$ cat src/rtl/cpu_pkg.sv
// Shared CPU definitions: forwarding-mux select codes and the hazard
// controller state encoding.
package cpu_pkg;

   // Select codes for the EX-stage operand mux4
   localparam logic [1:0] FWD_REG   = 2'd0;
   localparam logic [1:0] FWD_EXMEM = 2'd1;
   localparam logic [1:0] FWD_MEMWB = 2'd2;
   localparam logic [1:0] FWD_ZERO  = 2'd3;

   // Hazard controller sequencing states
   typedef enum logic [1:0] {
      RUN      = 2'd0,
      LU_STALL = 2'd1,
      MEM_WAIT = 2'd2,
      IF_WAIT  = 2'd3
   } hz_state_t;

endpackage

$ cat src/rtl/hazard_fwd_ctrl_if.sv
// Bundle between the pipeline datapath and the hazard/forwarding controller.
// The master side is the pipeline, which reports stage indices and memory
// handshakes. The slave side is the controller, which returns the forwarding
// selects and the stall, bubble and flush enables.
interface hazard_fwd_ctrl_if #(parameter int REG_W = 5);

   logic [REG_W-1:0] id_rs;
   logic [REG_W-1:0] id_rt;
   logic [REG_W-1:0] ex_dst;
   logic             ex_wen;
   logic             ex_mem_read;
   logic [REG_W-1:0] mem_dst;
   logic             mem_wen;
   logic             imem_req;
   logic             imem_ok;
   logic             dmem_req;
   logic             dmem_ok;
   logic             exc_flush;
   logic [1:0]       fwd_a_op;
   logic [1:0]       fwd_b_op;
   logic             stall_if;
   logic             stall_id;
   logic             stall_mem;
   logic             bubble_ex;
   logic             flush_id;

   modport master (
      output id_rs, id_rt, ex_dst, ex_wen, ex_mem_read, mem_dst, mem_wen,
             imem_req, imem_ok, dmem_req, dmem_ok, exc_flush,
      input  fwd_a_op, fwd_b_op, stall_if, stall_id, stall_mem, bubble_ex, flush_id
   );

   modport slave (
      input  id_rs, id_rt, ex_dst, ex_wen, ex_mem_read, mem_dst, mem_wen,
             imem_req, imem_ok, dmem_req, dmem_ok, exc_flush,
      output fwd_a_op, fwd_b_op, stall_if, stall_id, stall_mem, bubble_ex, flush_id
   );

endinterface

$ cat src/rtl/hazard_fwd_ctrl.sv
// Hazard and forwarding controller for the 5-stage MIPS pipeline.
// Forwarding selects are registered into ID/EX. The stall, bubble and flush
// enables are combinational from the sequencing state and the current inputs,
// so a newly detected hazard takes effect in the same cycle.
module hazard_fwd_ctrl
   import cpu_pkg::*;
#(
   parameter int REG_W = 5
) (
   input logic              clk,
   input logic              rst,
   hazard_fwd_ctrl_if.slave hz
);

   // Operand source choice. $zero always reads as constant zero. The younger
   // producer in EX takes priority over the older producer in MEM.
   function automatic logic [1:0] fwd_sel(
      input logic [REG_W-1:0] idx,
      input logic [REG_W-1:0] e_dst,
      input logic             e_wen,
      input logic [REG_W-1:0] m_dst,
      input logic             m_wen
   );
      if (idx == '0)
         return FWD_ZERO;
      else if (e_wen && (e_dst == idx))
         return FWD_EXMEM;
      else if (m_wen && (m_dst == idx))
         return FWD_MEMWB;
      else
         return FWD_REG;
   endfunction

   hz_state_t  state;
   hz_state_t  state_nxt;
   logic       flush_pend;
   logic       flush_pend_nxt;
   logic       load_use;
   logic       data_wait;
   logic       inst_wait;
   logic       stall_if;
   logic       stall_id;
   logic       stall_mem;
   logic       bubble_ex;
   logic       flush_id;
   logic [1:0] fwd_a;
   logic [1:0] fwd_b;

   // Hazard conditions seen this cycle. A memory handshake whose ok pulse
   // arrives together with the request does not count as a wait.
   always_comb begin
      load_use  = hz.ex_mem_read && hz.ex_wen && (hz.ex_dst != '0) &&
                  ((hz.ex_dst == hz.id_rs) || (hz.ex_dst == hz.id_rt));
      data_wait = hz.dmem_req && !hz.dmem_ok;
      inst_wait = hz.imem_req && !hz.imem_ok;
   end

   // Next-state and enable decode. A pending data access dominates everything,
   // including exceptions: the flush is parked in flush_pend and released on the
   // first cycle after the access completes, so a store is never torn. LU_STALL
   // is the cycle after the bubble; the load-use check is masked there so the
   // held instruction advances and picks up the load result by forwarding.
   always_comb begin
      state_nxt      = state;
      flush_pend_nxt = flush_pend;
      stall_if       = 1'b0;
      stall_id       = 1'b0;
      stall_mem      = 1'b0;
      bubble_ex      = 1'b0;
      flush_id       = 1'b0;
      if (!rst) begin
         case (state)
            MEM_WAIT: begin
               stall_if  = 1'b1;
               stall_id  = 1'b1;
               stall_mem = 1'b1;
               if (hz.exc_flush)
                  flush_pend_nxt = 1'b1;
               if (hz.dmem_ok)
                  state_nxt = RUN;
            end
            default: begin
               if (data_wait) begin
                  stall_if  = 1'b1;
                  stall_id  = 1'b1;
                  stall_mem = 1'b1;
                  state_nxt = MEM_WAIT;
                  if (hz.exc_flush)
                     flush_pend_nxt = 1'b1;
               end else if (hz.exc_flush || flush_pend) begin
                  flush_id       = 1'b1;
                  bubble_ex      = 1'b1;
                  flush_pend_nxt = 1'b0;
                  state_nxt      = RUN;
               end else if (state == IF_WAIT) begin
                  stall_if  = 1'b1;
                  bubble_ex = 1'b1;
                  if (hz.imem_ok)
                     state_nxt = RUN;
               end else if (load_use && (state == RUN)) begin
                  stall_if  = 1'b1;
                  bubble_ex = 1'b1;
                  state_nxt = LU_STALL;
               end else if (inst_wait) begin
                  stall_if  = 1'b1;
                  bubble_ex = 1'b1;
                  state_nxt = IF_WAIT;
               end else begin
                  state_nxt = RUN;
               end
            end
         endcase
      end
   end

   // State, deferred flush and the ID/EX forwarding selects. The selects are
   // cleared whenever a bubble enters EX, held while ID/EX is frozen and
   // otherwise follow the instruction moving from ID into EX.
   always_ff @(posedge clk) begin
      if (rst) begin
         state      <= RUN;
         flush_pend <= 1'b0;
         fwd_a      <= FWD_REG;
         fwd_b      <= FWD_REG;
      end else begin
         state      <= state_nxt;
         flush_pend <= flush_pend_nxt;
         if (bubble_ex) begin
            fwd_a <= FWD_REG;
            fwd_b <= FWD_REG;
         end else if (!stall_id) begin
            fwd_a <= fwd_sel(hz.id_rs, hz.ex_dst, hz.ex_wen, hz.mem_dst, hz.mem_wen);
            fwd_b <= fwd_sel(hz.id_rt, hz.ex_dst, hz.ex_wen, hz.mem_dst, hz.mem_wen);
         end
      end
   end

   assign hz.fwd_a_op  = fwd_a;
   assign hz.fwd_b_op  = fwd_b;
   assign hz.stall_if  = stall_if;
   assign hz.stall_id  = stall_id;
   assign hz.stall_mem = stall_mem;
   assign hz.bubble_ex = bubble_ex;
   assign hz.flush_id  = flush_id;

endmodule

$ cat src/flat_wrapper.sv
// flat-port wrapper written by rule: the top's interface ports become plain ports
module hazard_fwd_ctrl_flat import cpu_pkg::*;
#(
   parameter int REG_W = 5
)
  (clk, rst, hz_id_rs, hz_id_rt, hz_ex_dst, hz_ex_wen, hz_ex_mem_read, hz_mem_dst, hz_mem_wen, hz_imem_req, hz_imem_ok, hz_dmem_req, hz_dmem_ok, hz_exc_flush, hz_fwd_a_op, hz_fwd_b_op, hz_stall_if, hz_stall_id, hz_stall_mem, hz_bubble_ex, hz_flush_id);
  hazard_fwd_ctrl_if #(.REG_W(REG_W)) hz_i ();
  input logic clk;
  input logic rst;
  input wire logic [$bits(hz_i.id_rs)-1:0] hz_id_rs;
  input wire logic [$bits(hz_i.id_rt)-1:0] hz_id_rt;
  input wire logic [$bits(hz_i.ex_dst)-1:0] hz_ex_dst;
  input wire logic [$bits(hz_i.ex_wen)-1:0] hz_ex_wen;
  input wire logic [$bits(hz_i.ex_mem_read)-1:0] hz_ex_mem_read;
  input wire logic [$bits(hz_i.mem_dst)-1:0] hz_mem_dst;
  input wire logic [$bits(hz_i.mem_wen)-1:0] hz_mem_wen;
  input wire logic [$bits(hz_i.imem_req)-1:0] hz_imem_req;
  input wire logic [$bits(hz_i.imem_ok)-1:0] hz_imem_ok;
  input wire logic [$bits(hz_i.dmem_req)-1:0] hz_dmem_req;
  input wire logic [$bits(hz_i.dmem_ok)-1:0] hz_dmem_ok;
  input wire logic [$bits(hz_i.exc_flush)-1:0] hz_exc_flush;
  output wire logic [$bits(hz_i.fwd_a_op)-1:0] hz_fwd_a_op;
  output wire logic [$bits(hz_i.fwd_b_op)-1:0] hz_fwd_b_op;
  output wire logic [$bits(hz_i.stall_if)-1:0] hz_stall_if;
  output wire logic [$bits(hz_i.stall_id)-1:0] hz_stall_id;
  output wire logic [$bits(hz_i.stall_mem)-1:0] hz_stall_mem;
  output wire logic [$bits(hz_i.bubble_ex)-1:0] hz_bubble_ex;
  output wire logic [$bits(hz_i.flush_id)-1:0] hz_flush_id;
  assign hz_i.id_rs = hz_id_rs;
  assign hz_i.id_rt = hz_id_rt;
  assign hz_i.ex_dst = hz_ex_dst;
  assign hz_i.ex_wen = hz_ex_wen;
  assign hz_i.ex_mem_read = hz_ex_mem_read;
  assign hz_i.mem_dst = hz_mem_dst;
  assign hz_i.mem_wen = hz_mem_wen;
  assign hz_i.imem_req = hz_imem_req;
  assign hz_i.imem_ok = hz_imem_ok;
  assign hz_i.dmem_req = hz_dmem_req;
  assign hz_i.dmem_ok = hz_dmem_ok;
  assign hz_i.exc_flush = hz_exc_flush;
  assign hz_fwd_a_op = hz_i.fwd_a_op;
  assign hz_fwd_b_op = hz_i.fwd_b_op;
  assign hz_stall_if = hz_i.stall_if;
  assign hz_stall_id = hz_i.stall_id;
  assign hz_stall_mem = hz_i.stall_mem;
  assign hz_bubble_ex = hz_i.bubble_ex;
  assign hz_flush_id = hz_i.flush_id;
  hazard_fwd_ctrl #(.REG_W(REG_W)) u_core (.clk(clk), .rst(rst), .hz(hz_i));
endmodule
$ cat config.mk
export PLATFORM = sky130hd
export DESIGN_NAME = hazard_fwd_ctrl_flat
export DESIGN_NICKNAME = d
export VERILOG_FILES = /design/src/rtl/cpu_pkg.sv /design/src/rtl/hazard_fwd_ctrl_if.sv /design/src/rtl/hazard_fwd_ctrl.sv /design/src/flat_wrapper.sv
export SDC_FILE = /design/constraint.sdc
export NUM_CORES = 1
export LEC_CHECK = 0
export BUFFER_PORTS_ARGS = -buffer_cell sky130_fd_sc_hd__buf_4
export CORE_MARGIN = 1
export CORE_UTILIZATION = 46
export DETAILED_ROUTE_END_ITERATION = 7
export GPL_TIMING_DRIVEN = 0
export PLACE_DENSITY = 0.83
export SLEW_MARGIN = 10
export SYNTH_ARGS = -nofsm -noshare
export SYNTH_HDL_FRONTEND = slang
export SYNTH_SLANG_ARGS = --single-unit
export TNS_END_PERCENT = 100
$ cat constraint.sdc
create_clock -name clk -period 2.05 [get_ports clk]
set_clock_uncertainty 0.05 [all_clocks]
set_input_delay 0 -clock clk [delete_from_list [all_inputs] [get_ports clk]]
set_output_delay 0 -clock clk [all_outputs]
set_load 0.02 [all_outputs]
==> results of run 1 <==
==> power groups by stage <==
stage / Clock (W) / Sequential (W) / Combinational (W)
6_report: 0.000126 / 0.000151 / 0.000199
5_1_grt: 0.000142 / 0.000152 / 0.000217
4_1_cts: 0.000130 / 0.000151 / 0.000200
3_5_place_dp: 0 / 0.000154 / 0.000198
3_3_place_gp: 0 / 0.000154 / 0.000193
2_1_floorplan: 0 / 0.000159 / 0.0000965
==> sequential cells by signal, summed over array words and instances (netlist names) <==
name and count:
u_core.state 2, u_core.flush_pend 1, u_core.hz.fwd_b_op 2, u_core.hz.fwd_a_op 2
==> metal layers <==
layer  GRT usage (%)  part of all wire [%]
met1           27.30                    42
met2           45.63                    51
met3           3.889                   5.4
met4           7.500                   1.4
met5               0                     0
==> layout make-up <==
class / count / area, um^2
timing repair buffer: 39 / 295.3
tap: 15 / 18.77
multi-input combinational: 72 / 516.7
clock inverter: 1 / 5.005
inverter: 3 / 11.26
clock buffer: 3 / 22.52
sequential: 7 / 140.1
fill: 102 / 316.6
buffer: 1 / 7.507
==> worst max-delay path, cell delays in order, from the launching register on <==
cell and delay, ns:
dfxtp_1 0.36, nor4bb_1 0.38, o21ai_2 0.10, nand2b_2 0.22, a311oi_1 0.27, buf_4 0.18
==> synthesized netlist by cell type, drive strengths merged, types with 2 or more instances <==
cell type  number
inv             3
nor3            3
or4             3
nand2b          2
dfxtp           7
o21ai           5
nor4            2
xnor2          12
o221a           4
nor2            6
a311oi          2
a21oi           3
nand2           3
nand3           6
xor2            8
nor2b           2
==> per-stage QoR <==
stage / std cells / cell area (um^2) / worst slack (ns) / hold WS, ns
2_1_floorplan: 83 / 675.6 / 0.4085 / 0.02870
5_1_grt: 141 / 1017 / 0.05042 / 0.09274
6_report: 141 / 1017 / 0.2223 / 0.08619
4_1_cts: 141 / 1017 / 0.2144 / 0.08050
3_3_place_gp: 136 / 979.7 / 0.4915 / 0.1791
3_5_place_dp: 136 / 979.7 / 0.5014 / 0.1798
==> how the worst max path moves through the flow <==
| stage | cells after the start | to | start | slack (ns) |
|---|---|---|---|---|
| after floorplan | 4 | hz_stall_if | u_core.state[0] | 0.41 |
| after global placement | 5 | hz_stall_if | u_core.state[0] | 0.49 |
| after detailed placement | 5 | hz_stall_if | u_core.state[0] | 0.50 |
| after CTS | 5 | hz_stall_if | u_core.state[0] | 0.21 |
| after global routing | 5 | hz_stall_if | u_core.state[0] | 0.05 |
| final | 5 | hz_stall_if | u_core.state[0] | 0.22 |
==> cell families after synthesis <==
group	Yosys count	share of synthesized area [%]
AND/OR/NAND/NOR	33	28.15
AO/OA/AOI/OAI	19	22.41
flip-flops	7	20.74
XOR/XNOR	20	25.93
buffers and inverters	4	2.778
==> timing repair <==
action / 4_1_cts / 5_1_grt
endpoints found under the hold margin: 2 / 0
resized for setup: 0 / 0
hold buffers: 1 / 0
==> cells in the final DEF, fill, tap and decap left out, types with 3 or more instances in the layout <==
cell type,instances
xnor2_1,12
buf_4,39
xor2_1,8
nand3_1,6
clkbuf_4,3
nand2_1,3
o21ai_0,3
a21oi_1,3
o221a_2,4
dfxtp_1,7
nor2_1,6
nor3_1,3
==> out/qor.txt, run 1 <==
unrepaired setup endpoints after global routing -> no
#FFs+latches synth -> 7
final wirelength -> 1.820 mm
vias -> 801
Async SR Flop Fraction -> 0%
Synth Flop Type -> dfxtp_1
vias per cell -> 5.681
P_int -> 0.0003192 W
ranking of synthesized cells by area -> dfxtp_1 21%, xnor2_1 16%, xor2_1 10%
dpl hpwl -> 1.547 mm
Worst setup EP type -> primary output
net switching power -> 0.0001574 W
reg2reg path depth -> 5
synth warn -> 0
Clock Latency Late Sink -> 0.25 ns
DRC viols -> 0
vias in the first global route -> 680
nets -> 157
HP Start -> hz_exc_flush
Final Util -> 76.27%
Cell Pwr Density -> 468.5 nW/um^2
cells after synthesis -> 83
worst endpoint required time -> 2.00 ns
Syn Area/Cell -> 8.140 um^2
Hold Crit Class -> input pin to flop
min Tclk post-route -> 1.828 ns
cell taking the most area after synthesis -> dfxtp_1
first-pass GRT wire length -> 2.704 mm
leakage power -> 0.4482 nW
highest net fanout along the worst path -> 7
Top Ports -> 39
Final Cycle Share -> 89.16%
ANT cells -> 0
Iter 0 DRT Violations -> 9
CP startpoint kind -> flop
CTS root buffer -> clkbuf_4
CTS tree -> done
IR drop worst, VDD -> 0.2643 mV
sequential fraction of the synthesis area -> 20.74%
number of synthesized flops with an enable pin -> 0
Setup TNS -> 0 ns
die width -> 40.33 um
Fmax achieved -> 547.1 MHz
R2R Path Start -> u_core.state[1]
library cells used by synthesis -> 33
Clock power frac -> 26.5%
GRT Util Overall -> 24.32%
# port buffers -> 38
crit path DAT -> 1.78 ns
number of H-tree levels -> 1
initial antenna violation count -> 0
drt wl/cell -> 12.91 um
Sw Share -> 33.02%
clock tree buffer depth -> 2
total CTS buffers -> 3
Hold Fails Final Rpt -> 0
reg-to-reg critical path endpoint -> u_core.hz.fwd_a_op[0]
setup slack, reg-to-reg -> 0.54 ns
antenna-violating nets left -> 0
Core Rows -> 13
Max Cap Violations -> 0
Slew Limit Fails -> 0
Die Ht -> 40.33 um
Post-Syn Area -> 675.6 um^2
hold path endpoint -> u_core.state[0]
drt pass-1 iters -> 4
power consumption -> 0.0004766 W
CORE AREA -> 1334 um^2
Reg power frac -> 31.7%
share of post-route cells with drive strength above 1 -> 41.27%
WHS Path Cells -> 4
largest net degree at the start of global routing -> 9
Sink Count -> 7
Die Area -> 1626 um^2
syn nets -> 113
Starting Density -> 50.66%
clock transition at the registers of the reported paths -> 0.06 ns
worst-margin pin slew -> 0.4352 ns
post-synth top area share -> 20.74%
Comb power frac -> 41.8%
status -> finished clean
Slew HR -> 70.88%
GRT overflow -> 0
GP Congestion -> 0.7647
P&R area growth vs syn -> 50.56%
WS Path Type -> flop to primary output
Post-CTS Setup Bufs -> 0
Final setup viols -> 0
(Power assumes the default switching activity.)
==> run 2, diff against run 1 <==
Settings changed: CORE_UTILIZATION 46 to 42, PLACE_DENSITY 0.83 to 0.77.
Clock period 2.05 ns to 1.78 ns, I/O delays scaled along.
==> out/qor.txt, run 2 (synthesis results as in run 1) <==
status -> finished clean
master of the slowest instance on the critical path -> dfxtp_2
Worst setup EP type -> primary output
Cell Pwr Density -> 522.5 nW/um^2
largest net degree at the start of global routing -> 9
P&R area growth vs syn -> 54.26%
CTS tree -> done
CORE AREA -> 1506 um^2
dpl hpwl -> 1.449 mm
nets -> 157
total CTS buffers -> 3
Top Ports -> 39
Clock Latency Late Sink -> 0.24 ns
Starting Density -> 44.85%
crit path cell chain -> nor4bb_4, o21ai_2, nand2b_2, a311oi_2, buf_4
Setup TNS -> 0 ns
share of post-route cells with drive strength above 1 -> 43.65%
Final Cycle Share -> 95.77%
CP startpoint kind -> flop
clock tree buffer depth -> 2
WS Path Type -> flop to primary output
Final setup viols -> 0
GRT Util Overall -> 19.84%
Core Rows -> 14
crit path DAT -> 1.65 ns
number of H-tree levels -> 1
Die Ht -> 42.11 um
Slew Limit Fails -> 0
DRC viols -> 0
Iter 0 DRT Violations -> 16
leakage power -> 0.4510 nW
initial antenna violation count -> 0
GP Congestion -> 0.8600
final wirelength -> 1.721 mm
drt pass-1 iters -> 5
Die Area -> 1773 um^2
Fmax achieved -> 586.6 MHz
Worst Setup Slack, final -> 0.07537 ns
commonest non-fill, non-tap cell in the layout -> buf_4
Sink Count -> 7
worst endpoint required time -> 1.73 ns
# port buffers -> 38
clock transition at the registers of the reported paths -> 0.05 ns
highest net fanout along the worst path -> 7
CTS root buffer -> clkbuf_4
setup slack, reg-to-reg -> 0.29 ns
Slew HR -> 69.36%
Hold Crit Class -> input pin to flop
drt wl/cell -> 12.12 um
crit path buf inv count -> 1
unrepaired setup endpoints after global routing -> yes
slowest stage delay, CP -> 0.36 ns
most frequent cells in the layout -> 39 x buf_4, 12 x xnor2_1, 8 x xor2_1
worst-margin pin slew -> 0.4579 ns
IR drop worst, VDD -> 0.2396 mV
GRT overflow -> 0
vias per cell -> 5.317
Hold Fails Final Rpt -> 0
Final Util -> 69.19%
vias in the first global route -> 717
die width -> 42.11 um
first-pass GRT wire length -> 2.863 mm
Min Hold Slack -> 0.06719 ns
pre-CTS setup slack -> 0.2018 ns
vias -> 755
min Tclk post-route -> 1.705 ns
ANT cells -> 0
filler instances -> 132
Max Cap Violations -> 0
Top delay family on crit path -> simple AND/OR/NAND/NOR gates
antenna-violating nets left -> 0
-- run 2: cell types whose count changed in the layout (fill, tap and decap cells not counted), sizes merged --
| cell | before | now |
|---|---|---|
| clkbuf | 3 | 4 |
| clkinv | 1 | 0 |
-- run 2: area by class of cell --
| type | instances | area (um^2) | share of cell area, % |
|---|---|---|---|
| multi-input combinational | 72 | 540.5 | 51.86 |
| clock buffer | 4 | 26.28 | 2.521 |
| timing repair buffer | 39 | 295.3 | 28.33 |
| inverter | 3 | 11.26 | 1.080 |
| buffer | 1 | 7.507 | 0.7203 |
| tap | 16 | 20.02 | 1.921 |
| sequential | 7 | 141.4 | 13.57 |
-- run 2: routing by layer --
layer	vias to the layer above	global-route usage (%)	part of all wire, %
met2	30	34.69	50
met3	0	1.724	5.1
met5	-	0	0
met4	0	5.625	0
met1	327	25.99	45
li1	398	-	-
-- run 2: stage by stage --
step	cell area, um^2	cells	total power, W
2_1_floorplan	675.6	83	0.0002944
3_3_place_gp	980.9	137	0.0004000
3_5_place_dp	980.9	137	0.0004035
4_1_cts	1025	142	0.0005436
5_1_grt	1042	142	0.0005761
6_report	1042	142	0.0005445
-- run 2: repair_timing --
action / in CTS / in global routing
pin swaps: 1 / 1
gates resized for setup: 2 / 3
hold endpoints to repair: 2 / 0
hold buffers: 1 / 0
endpoints found under the setup margin: 2 / 3
setup buffers: 0 / 0
-- run 2: worst register-to-register path, delay by kind of cell (launching register included) --
kind | cells | cell delay, ns
simple gates | 1 | 0.18
flops | 1 | 0.44
buf+inv | 1 | 0.09
compound gates | 3 | 0.67
-- run 2: where the power goes --
group          internal, W  leakage (nW)  switching (W)
sequential        0.000167        0.0577     0.00000892
combinational     0.000123         0.378       0.000112
clock            0.0000849        0.0150      0.0000488
-- run 2: path summary, 6_finish.rpt --
check                        startpoint                     to  cells past startpoint
setup / recovery        u_core.state[0]            hz_stall_if                      5
hold / removal               hz_imem_ok        u_core.state[0]                      4
setup reg to reg        u_core.state[1]  u_core.hz.fwd_b_op[1]                      5
hold reg to reg   u_core.hz.fwd_b_op[1]  u_core.hz.fwd_b_op[1]                      1
